## src/rtl/reg_bus_arbiter.sv

```systemverilog
// Round-robin owner selection for one shared 4-bit tri-state bus feeding four register slices.
// Each transfer runs GRANT -> XFER -> TURN, so two slices never drive the bus together.
module reg_bus_arbiter #(
    parameter int XFER_CYC = 2,
    parameter int TURN_CYC = 1
) (
    input  logic       i_clk,
    input  logic       i_clr,
    input  logic [3:0] i_req,
    input  logic [3:0] i_wr,
    output logic [3:0] o_gnt,
    output logic [3:0] o_oe,
    output logic [3:0] o_ld,
    output logic [1:0] o_cur,
    output logic       o_busy,
    output logic [1:0] o_state
);

    localparam logic [1:0] S_IDLE  = 2'd0;
    localparam logic [1:0] S_GRANT = 2'd1;
    localparam logic [1:0] S_XFER  = 2'd2;
    localparam logic [1:0] S_TURN  = 2'd3;

    localparam logic [3:0] XFER_LAST = 4'(XFER_CYC - 1);
    localparam logic [3:0] TURN_LAST = 4'(TURN_CYC - 1);

    logic [1:0] r_state;
    logic [3:0] r_cnt;
    logic [1:0] r_ptr;
    logic       r_dir;
    logic [3:0] r_gnt;
    logic [3:0] r_oe;
    logic [3:0] r_ld;
    logic [1:0] r_cur;
    logic       r_busy;

    logic [1:0] w_win;
    logic       w_any;
    logic [3:0] w_win_oh;
    logic [3:0] w_cur_oh;

    // Search starts one past the last owner and wraps, so the last owner has lowest priority.
    always_comb begin
        logic [1:0] idx;
        w_win = r_ptr;
        w_any = 1'b0;
        idx   = r_ptr;
        for (int k = 1; k < 5; k++) begin
            idx = r_ptr + 2'(k);
            if (!w_any && i_req[idx]) begin
                w_win = idx;
                w_any = 1'b1;
            end
        end
    end

    assign w_win_oh = 4'b0001 << w_win;
    assign w_cur_oh = 4'b0001 << r_cur;

    always_ff @(posedge i_clk) begin
        if (i_clr) begin
            r_state <= S_IDLE;
            r_cnt   <= 4'd0;
            r_ptr   <= 2'd3;
            r_dir   <= 1'b0;
            r_gnt   <= 4'b0000;
            r_oe    <= 4'b1111;
            r_ld    <= 4'b0000;
            r_cur   <= 2'd0;
            r_busy  <= 1'b0;
        end else begin
            case (r_state)
                S_IDLE: begin
                    if (w_any) begin
                        r_state <= S_GRANT;
                        r_gnt   <= w_win_oh;
                        r_cur   <= w_win;
                        r_ptr   <= w_win;
                        r_dir   <= i_wr[w_win];
                        r_busy  <= 1'b1;
                    end
                end
                S_GRANT: begin
                    r_state <= S_XFER;
                    r_cnt   <= 4'd0;
                    if (!r_dir) begin
                        r_oe <= ~w_cur_oh;
                    end else if (XFER_LAST == 4'd0) begin
                        r_ld <= w_cur_oh;
                    end
                end
                S_XFER: begin
                    if (r_cnt == XFER_LAST) begin
                        r_state <= S_TURN;
                        r_cnt   <= 4'd0;
                        r_gnt   <= 4'b0000;
                        r_oe    <= 4'b1111;
                        r_ld    <= 4'b0000;
                    end else begin
                        r_cnt <= r_cnt + 4'd1;
                        // The load strobe lands only on the final XFER cycle.
                        if (r_dir && (r_cnt + 4'd1 == XFER_LAST)) begin
                            r_ld <= w_cur_oh;
                        end
                    end
                end
                S_TURN: begin
                    if (r_cnt == TURN_LAST) begin
                        r_cnt <= 4'd0;
                        if (w_any) begin
                            r_state <= S_GRANT;
                            r_gnt   <= w_win_oh;
                            r_cur   <= w_win;
                            r_ptr   <= w_win;
                            r_dir   <= i_wr[w_win];
                        end else begin
                            r_state <= S_IDLE;
                            r_busy  <= 1'b0;
                        end
                    end else begin
                        r_cnt <= r_cnt + 4'd1;
                    end
                end
                default: r_state <= S_IDLE;
            endcase
        end
    end

    assign o_gnt   = r_gnt;
    assign o_oe    = r_oe;
    assign o_ld    = r_ld;
    assign o_cur   = r_cur;
    assign o_busy  = r_busy;
    assign o_state = r_state;

endmodule

```

## config.mk

```make
export PLATFORM = sky130hd
export DESIGN_NAME = reg_bus_arbiter
export DESIGN_NICKNAME = d
export VERILOG_FILES = /design/src/rtl/reg_bus_arbiter.sv
export SDC_FILE = /design/constraint.sdc
export NUM_CORES = 1
export LEC_CHECK = 0
export CORE_MARGIN = 3
export CORE_UTILIZATION = 54
export CTS_CLUSTER_DIAMETER = 120
export DETAILED_ROUTE_END_ITERATION = 10
export PLACE_DENSITY_LB_ADDON = 0.05
export SLEW_MARGIN = 40
export SYNTH_ARGS = -nofsm -noshare
export SYNTH_HDL_FRONTEND = slang
export SYNTH_SLANG_ARGS = --single-unit
```

## constraint.sdc

```tcl
create_clock -name i_clk -period 3.6 [get_ports i_clk]
set_clock_uncertainty 0.05 [all_clocks]
set_input_delay 0.36 -clock i_clk [delete_from_list [all_inputs] [get_ports i_clk]]
set_output_delay 0.36 -clock i_clk [all_outputs]
set_load 0.01 [all_outputs]
```

==> results of run 1 <==
routing by layer:
layer / up-vias / wire length (µm) / GRT usage
li1: 629 / - / -
met2: 34 / 1590 / 0.373
met3: 6 / 113 / 0.0304
met5: - / 0 / 0
met1: 591 / 1310 / 0.253
met4: 0 / 34 / 0.0660
cell usage after synthesis:
master and n:
nand3_1 3, nand4b_1 1, a31o_2 1, inv_1 7, dfxtp_1 24, o21ai_0 11, a41oi_1 1, nand3b_1 3
or2b_1 1, a2111oi_1 1, o211ai_1 1, and3_1 2, or4_1 1, o41ai_1 1, o211a_1 1, or2_1 1
a211oi_1 1, nor2_1 15, clkbuf_1 3, a21o_1 2, clkbuf_2 1, xnor2_1 1, a22oi_1 1, o22a_1 1
or4b_1 3, nand2b_1 5, o31a_1 1, a21boi_0 1, nor4_1 1, and4_1 1, o21ba_2 1, ha_1 9
nand4_1 4, o21bai_1 4, nand2_1 13, mux2i_1 1, a221o_1 1, nor3_1 3, a21oi_1 19, and2_1 1
xor2_1 1, nor2b_1 5, and2_0 1
sequential cells by signal (all words and copies together), names as in the netlist:
| signal | count |
|---|---|
| o_cur | 2 |
| o_state | 2 |
| r_dir | 1 |
| o_ld | 4 |
| r_ptr | 2 |
| o_oe | 4 |
| o_busy | 1 |
| r_cnt | 4 |
| o_gnt | 4 |
critical path: stages (launching register included):
cell and delay (ns):
dfxtp_1 0.44, inv_1 0.13, ha_1 0.36, o22a_1 0.26, nor3_1 0.20, nand2_1 0.20, or4_1 0.55, a21oi_1 0.17
path summary, 6_finish.rpt:
path | from | endpoint | depth (start not counted)
min | i_clr | o_state[1]$_SDFFE_PP0P_ | 2
max reg2reg | o_state[0]$_SDFFE_PP0P_ | o_gnt[0]$_SDFFE_PP0P_ | 7
max | o_state[0]$_SDFFE_PP0P_ | o_gnt[0]$_SDFFE_PP0P_ | 7
min reg2reg | o_gnt[3]$_SDFFE_PP0P_ | o_gnt[3]$_SDFFE_PP0P_ | 2
metrics by stage:
step | total power (µW) | area [µm²]
after floorplan | 703 | 1320
after global placement | 865 | 1600
after detailed placement | 896 | 1600
after CTS | 1040 | 1630
after global routing | 1110 | 1630
final | 1030 | 1630
where the power goes:
part           internal (µW)  leakage [µW]  switching, µW  total (µW)
registers                331      0.000196           59.0         390
clock network           61.8     0.0000210           81.5         143
logic                    227      0.000424            274         502
cells by family after synthesis:
group	Yosys count
AOI/OAI and AO/OA	49
adders and majority gates	9
muxes	1
xor gates and xnor gates	2
buffers and inverters	11
DFF	24
and+or+nand+nor	64
area by class of cell:
type,count,area [µm²]
inverter,7,26.3
fill,195,627
sequential,24,480
multi-input combinational,125,795
tap,28,35.0
timing repair buffer,26,255
clock buffer,4,36.3
==> metrics.md, run 1 <==
| Metric | Value |
|---|---|
| Status | `finished, final reports clean` |
| CTS tree | `yes` |
| Final hold viol count | `0` |
| Clk sinks | `24` |
| Setup Total Neg Slack | `0 ns` |
| Gr usage total | `0.208` |
| Commonest cells after routing, fill and taps aside | `clkdlybuf4s50_1 (25), dfxtp_1 (24), a21oi_1 (19), nor2_1 (15), nand2_1 (13)` |
| Skew-Pair Late Insertion Delay | `0.31 ns` |
| Vias in the first global route | `1221` |
| Final WL | `3050 µm` |
| Area leader, netlist | `dfxtp_1` |
| Synth Instances | `160` |
| First-pass GRT wire length | `5340 µm` |
| Post-route ant nets | `0` |
| Worst setup margin | `1.16 ns` |
| Top post-synthesis cells by area | `dfxtp_1 (36%), ha_1 (8.5%), a21oi_1 (7.2%), nor2_1 (4.3%), o21ai_0 (4.2%)` |
| GR Overflow Total | `0` |
| CTS clock-pin slew for the worst setup and hold paths | `0.13 ns` |
| Mux share of post-synthesis cell area | `0.00760` |
| Fmax | `410 MHz` |
| Ports | `27` |
| Worst setup EP type | `flop` |
| Crit path arrival time | `2.63 ns` |
| Core Util, Final | `0.722` |
| YS warnings | `0` |
| Post-synthesis xor/xnor area fraction | `0.0133` |
| CTS Buffer Depth | `2` |
| Peak VDD IR | `0.487 mV` |
| PortBufs | `26` |
| Synth Area in Compound Gates | `0.235` |
| Die X | `55.4 µm` |
| Largest net degree at the start of global routing | `26` |
| Worst Hold Slack | `0.391 ns` |
| Area share of the largest cell type after synthesis | `0.365` |
| Seq cells post-synth | `24` |
| Root Driver | `clkbuf_4` |
| Sequential share of the synthesized area | `0.365` |
| Synth Net Count | `179` |
| Area Growth Syn to Fin | `23.6%` |
| Tcrit/Tclk final | `0.677` |
| Largest family of logic cells by synthesized area | `simple AND/OR/NAND/NOR gates` |
| Initial core utilization | `0.584` |
| Post-route DRC | `0` |
| Post-CTS sizing | `0` |
| Final non-filler cell total | `214` |
| Final Max Tran Viols | `0` |
| Leakage power | `0.000641 µW` |
| Reg2reg setup slack | `1.16 ns` |
| RSZ-0062 raised after global routing | `no` |
| Commonest non-fill, non-tap cell in the layout | `clkdlybuf4s50_1` |
| ANT cells | `0` |
| WL/cell | `14.2 µm` |
| H-tree levels | `1` |
| Vias per std cell | `5.89` |
| Slew @ Worst Pin | `0.779 ns` |
| Avg Inst Size Synth | `8.23 µm²` |
| Num CTS Buffers | `3` |
| Setup Fix Bufs, Post-CTS | `0` |
| Die area | `0.00307 mm²` |
| Final-stage net count | `206` |
| Crit Path Category | `reg -> reg` |
| Initial antenna violation count | `0` |
| Synth cell types | `43` |
| Post-DP HPWL | `2370 µm` |
| Post-route minimum period | `2.44 ns` |
| Synth Cell Area | `0.00132 mm²` |
| Layout cell share with drive strength beyond 1 | `0.0376` |
| MaxCap Viol Count | `0` |
| Gp weighted congestion | `0.757` |
| # rows | `17` |
| Power Density | `636 mW/mm²` |
| Slew margin rel. | `0.476` |
| Required @ worst endpoint | `3.80 ns` |
| CP Launch Type | `flop` |
| DRT Pass-1 Iters | `4` |
| Synth Area in Simple Gates | `0.262` |
| Path type of the worst min-delay path | `in -> reg` |
| Die H | `55.4 µm` |
| Worst Path Max Fanout | `13` |
| Core area | `0.00225 mm²` |
| Final setup viols | `0` |
| Worst slack, placed | `1.17 ns` |
| DRT iter0 DRCs | `32` |
| Total number of vias | `1260` |
| Adder-Cell Fraction of Synth Area | `0.0855` |
| Placed cell count | `210` |
| # hold bufs at CTS | `0` |
Power figures use the tool's default switching activity.
==> inputs of run 2 (changes only) <==
--- a/config.mk
+++ b/config.mk
@@ -6,7 +6,7 @@
 export NUM_CORES = 1
 export LEC_CHECK = 0
 export CORE_MARGIN = 3
-export CORE_UTILIZATION = 54
+export CORE_UTILIZATION = 50
 export CTS_CLUSTER_DIAMETER = 120
 export DETAILED_ROUTE_END_ITERATION = 10
 export PLACE_DENSITY_LB_ADDON = 0.05
==> constraint.sdc (replaced) <==
create_clock -name i_clk -period 2.4 [get_ports i_clk]
set_clock_uncertainty 0.05 [all_clocks]
set_input_delay 0.24 -clock i_clk [delete_from_list [all_inputs] [get_ports i_clk]]
set_output_delay 0.24 -clock i_clk [all_outputs]
set_load 0.01 [all_outputs]
==> run 2 against run 1 <==
Cell count is 1.9% higher. Critical path type unchanged. Routed wire length is 6.2% lower. First-iteration DRC count is 9.4% higher. Sequential share of layout area is 0.51 points lower. Power is 46% higher. Utilization is 2.0 points lower. Via count is 2.4% lower. Clock-buffer cell count is 1 lower. Register-to-register slack worse by 0.93 ns. Hold slack better by 0.019 ns.
==> metrics.md, run 2 (same netlist as run 1, synthesis figures left out) <==
| Metric | Value |
|---|---|
| GR Overflow Total | `0` |
| Final setup viols | `0` |
| Register Area | `480 µm²` |
| CP Launch Type | `flop` |
| Max layer used | `met4` |
| PortBufs | `26` |
| RSZ-0062 raised after global routing | `no` |
| Placed cell count | `215` |
| Layout cell share with drive strength beyond 1 | `0.0526` |
| Vias per std cell | `5.64` |
| Sw Share | `0.395` |
| Met3 wire len | `109 µm` |
| Total Power | `1510 µW` |
| Largest net degree at the start of global routing | `15` |
| Post-route DRC | `0` |
| Slew @ Worst Pin | `0.450 ns` |
| Post-CTS sizing | `0` |
| Num CTS Buffers | `3` |
| MaxCap Viol Count | `0` |
| Seq pwr share | `0.384` |
| Final Max Tran Viols | `0` |
| Status | `finished, final reports clean` |
| Initial antenna violation count | `0` |
| Ports | `27` |
| Core area | `0.00236 mm²` |
| WL/cell | `13.1 µm` |
| Clk sinks | `24` |
| Gp weighted congestion | `0.716` |
| Final WL | `2860 µm` |
| Crit Path Category | `reg -> reg` |
| Path type of the worst min-delay path | `reg -> reg` |
| Worst setup margin | `0.230 ns` |
| Die H | `57.3 µm` |
| DRT Pass-1 Iters | `4` |
| Post-DP HPWL | `2260 µm` |
| CTS tree | `yes` |
| Final non-filler cell total | `218` |
| Clk pwr share | `0.113` |
| Post-route ant nets | `0` |
| Area Growth Syn to Fin | `25.7%` |
| Setup Total Neg Slack | `0 ns` |
| DRT iter0 DRCs | `35` |
| Fill cells | `208` |
| Comb pwr share | `0.503` |
| # hold bufs at CTS | `0` |
| Skew-Pair Late Insertion Delay | `0.31 ns` |
| Die X | `57.3 µm` |
| Setup Fix Bufs, Post-CTS | `0` |
| Power Internal | `913 µW` |
| Power Density | `911 mW/mm²` |
| Post-route minimum period | `2.17 ns` |
| Fmax | `461 MHz` |
| Slew margin rel. | `0.699` |
| Vias in the first global route | `1164` |
| Worst setup EP type | `flop` |
| ANT cells | `0` |
| Final-stage net count | `211` |
| Commonest non-fill, non-tap cell in the layout | `clkdlybuf4s50_1` |
| Met2 WL | `1360 µm` |
| Die area | `0.00329 mm²` |
| Final hold viol count | `0` |
| Root Driver | `clkbuf_4` |
| Area occupied by multi-input gates | `795 µm²` |
| Gr usage total | `0.182` |
| First-pass GRT wire length | `4860 µm` |
| Leakage power | `0.000658 µW` |
| Worst Hold Slack | `0.410 ns` |
| # rows | `17` |
| Peak VDD IR | `0.756 mV` |
| H-tree levels | `1` |
| Initial core utilization | `0.558` |
| Tcrit/Tclk final | `0.904` |
| Required @ worst endpoint | `2.59 ns` |
| Worst slack, placed | `0.273 ns` |
| CTS Buffer Depth | `2` |
| Commonest cells after routing, fill and taps aside | `clkdlybuf4s50_1 (26), dfxtp_1 (24), a21oi_1 (19), nor2_1 (15), nand2_1 (13)` |
| Sw Pwr | `596 µW` |
| Total number of vias | `1230` |
| Crit path arrival time | `2.36 ns` |
| CTS clock-pin slew for the worst setup and hold paths | `0.12 ns` |
| Wire length on met1 | `1340 µm` |
| Worst Path Max Fanout | `8` |
==> run 2: cell count changes in the layout (fill, tap and decap cells not counted) <==
| cell | previous run | this run |
|---|---|---|
| buf_2 | 1 | 0 |
| buf_4 | 0 | 5 |
| clkdlybuf4s50_1 | 25 | 26 |
| clkbuf_8 | 1 | 0 |
==> run 2: layout make-up <==
| type | instances | area share |
|---|---|---|
| multi-input cells | 125 | 0.480 |
| flip-flops and latches | 24 | 0.290 |
| repair buffers | 31 | 0.180 |
| well taps | 28 | 0.0211 |
| inverters | 7 | 0.0159 |
| clock buffers | 3 | 0.0136 |
==> run 2: path summary, 6_finish.rpt <==
kind | startpoint | cells past startpoint | endpoint | slack [ns]
max | o_state[0]$_SDFFE_PP0P_ | 7 | o_gnt[0]$_SDFFE_PP0P_ | 0.23
min | o_gnt[3]$_SDFFE_PP0P_ | 2 | o_gnt[3]$_SDFFE_PP0P_ | 0.41
max reg2reg | o_state[0]$_SDFFE_PP0P_ | 7 | o_gnt[0]$_SDFFE_PP0P_ | 0.23
min reg2reg | o_gnt[3]$_SDFFE_PP0P_ | 2 | o_gnt[3]$_SDFFE_PP0P_ | 0.41
==> run 2: metal layers <==
layer  vias to the layer above  global-route usage
met1                       556               0.228
met2                        26               0.310
met3                         6              0.0271
met4                         0              0.0762
met5                         -                   0
li1                        642                   -
==> run 2: critical path: stages (launching register included) <==
cell     delay, ns
dfxtp_1       0.42
inv_1         0.11
ha_1          0.25
o22a_1        0.22
nor3_1        0.15
nand2_1       0.20
or4_1         0.55
a21oi_1       0.15
==> run 2: stage by stage <==
step / util / cell area (µm²)
2_1_floorplan: - / 1320
3_3_place_gp: 0.692 / 1630
3_5_place_dp: 0.692 / 1630
4_1_cts: 0.702 / 1660
5_1_grt: 0.702 / 1660
6_report: 0.702 / 1660
==> run 2: power groups by stage <==
| stage | clock, µW | combinational [µW] | sequential [µW] |
|---|---|---|---|
| after global placement | 0 | 736 | 584 |
| after floorplan | 0 | 446 | 608 |
| after detailed placement | 0 | 752 | 590 |
| after global routing | 192 | 839 | 596 |
| final | 171 | 758 | 580 |
| after CTS | 179 | 755 | 580 |
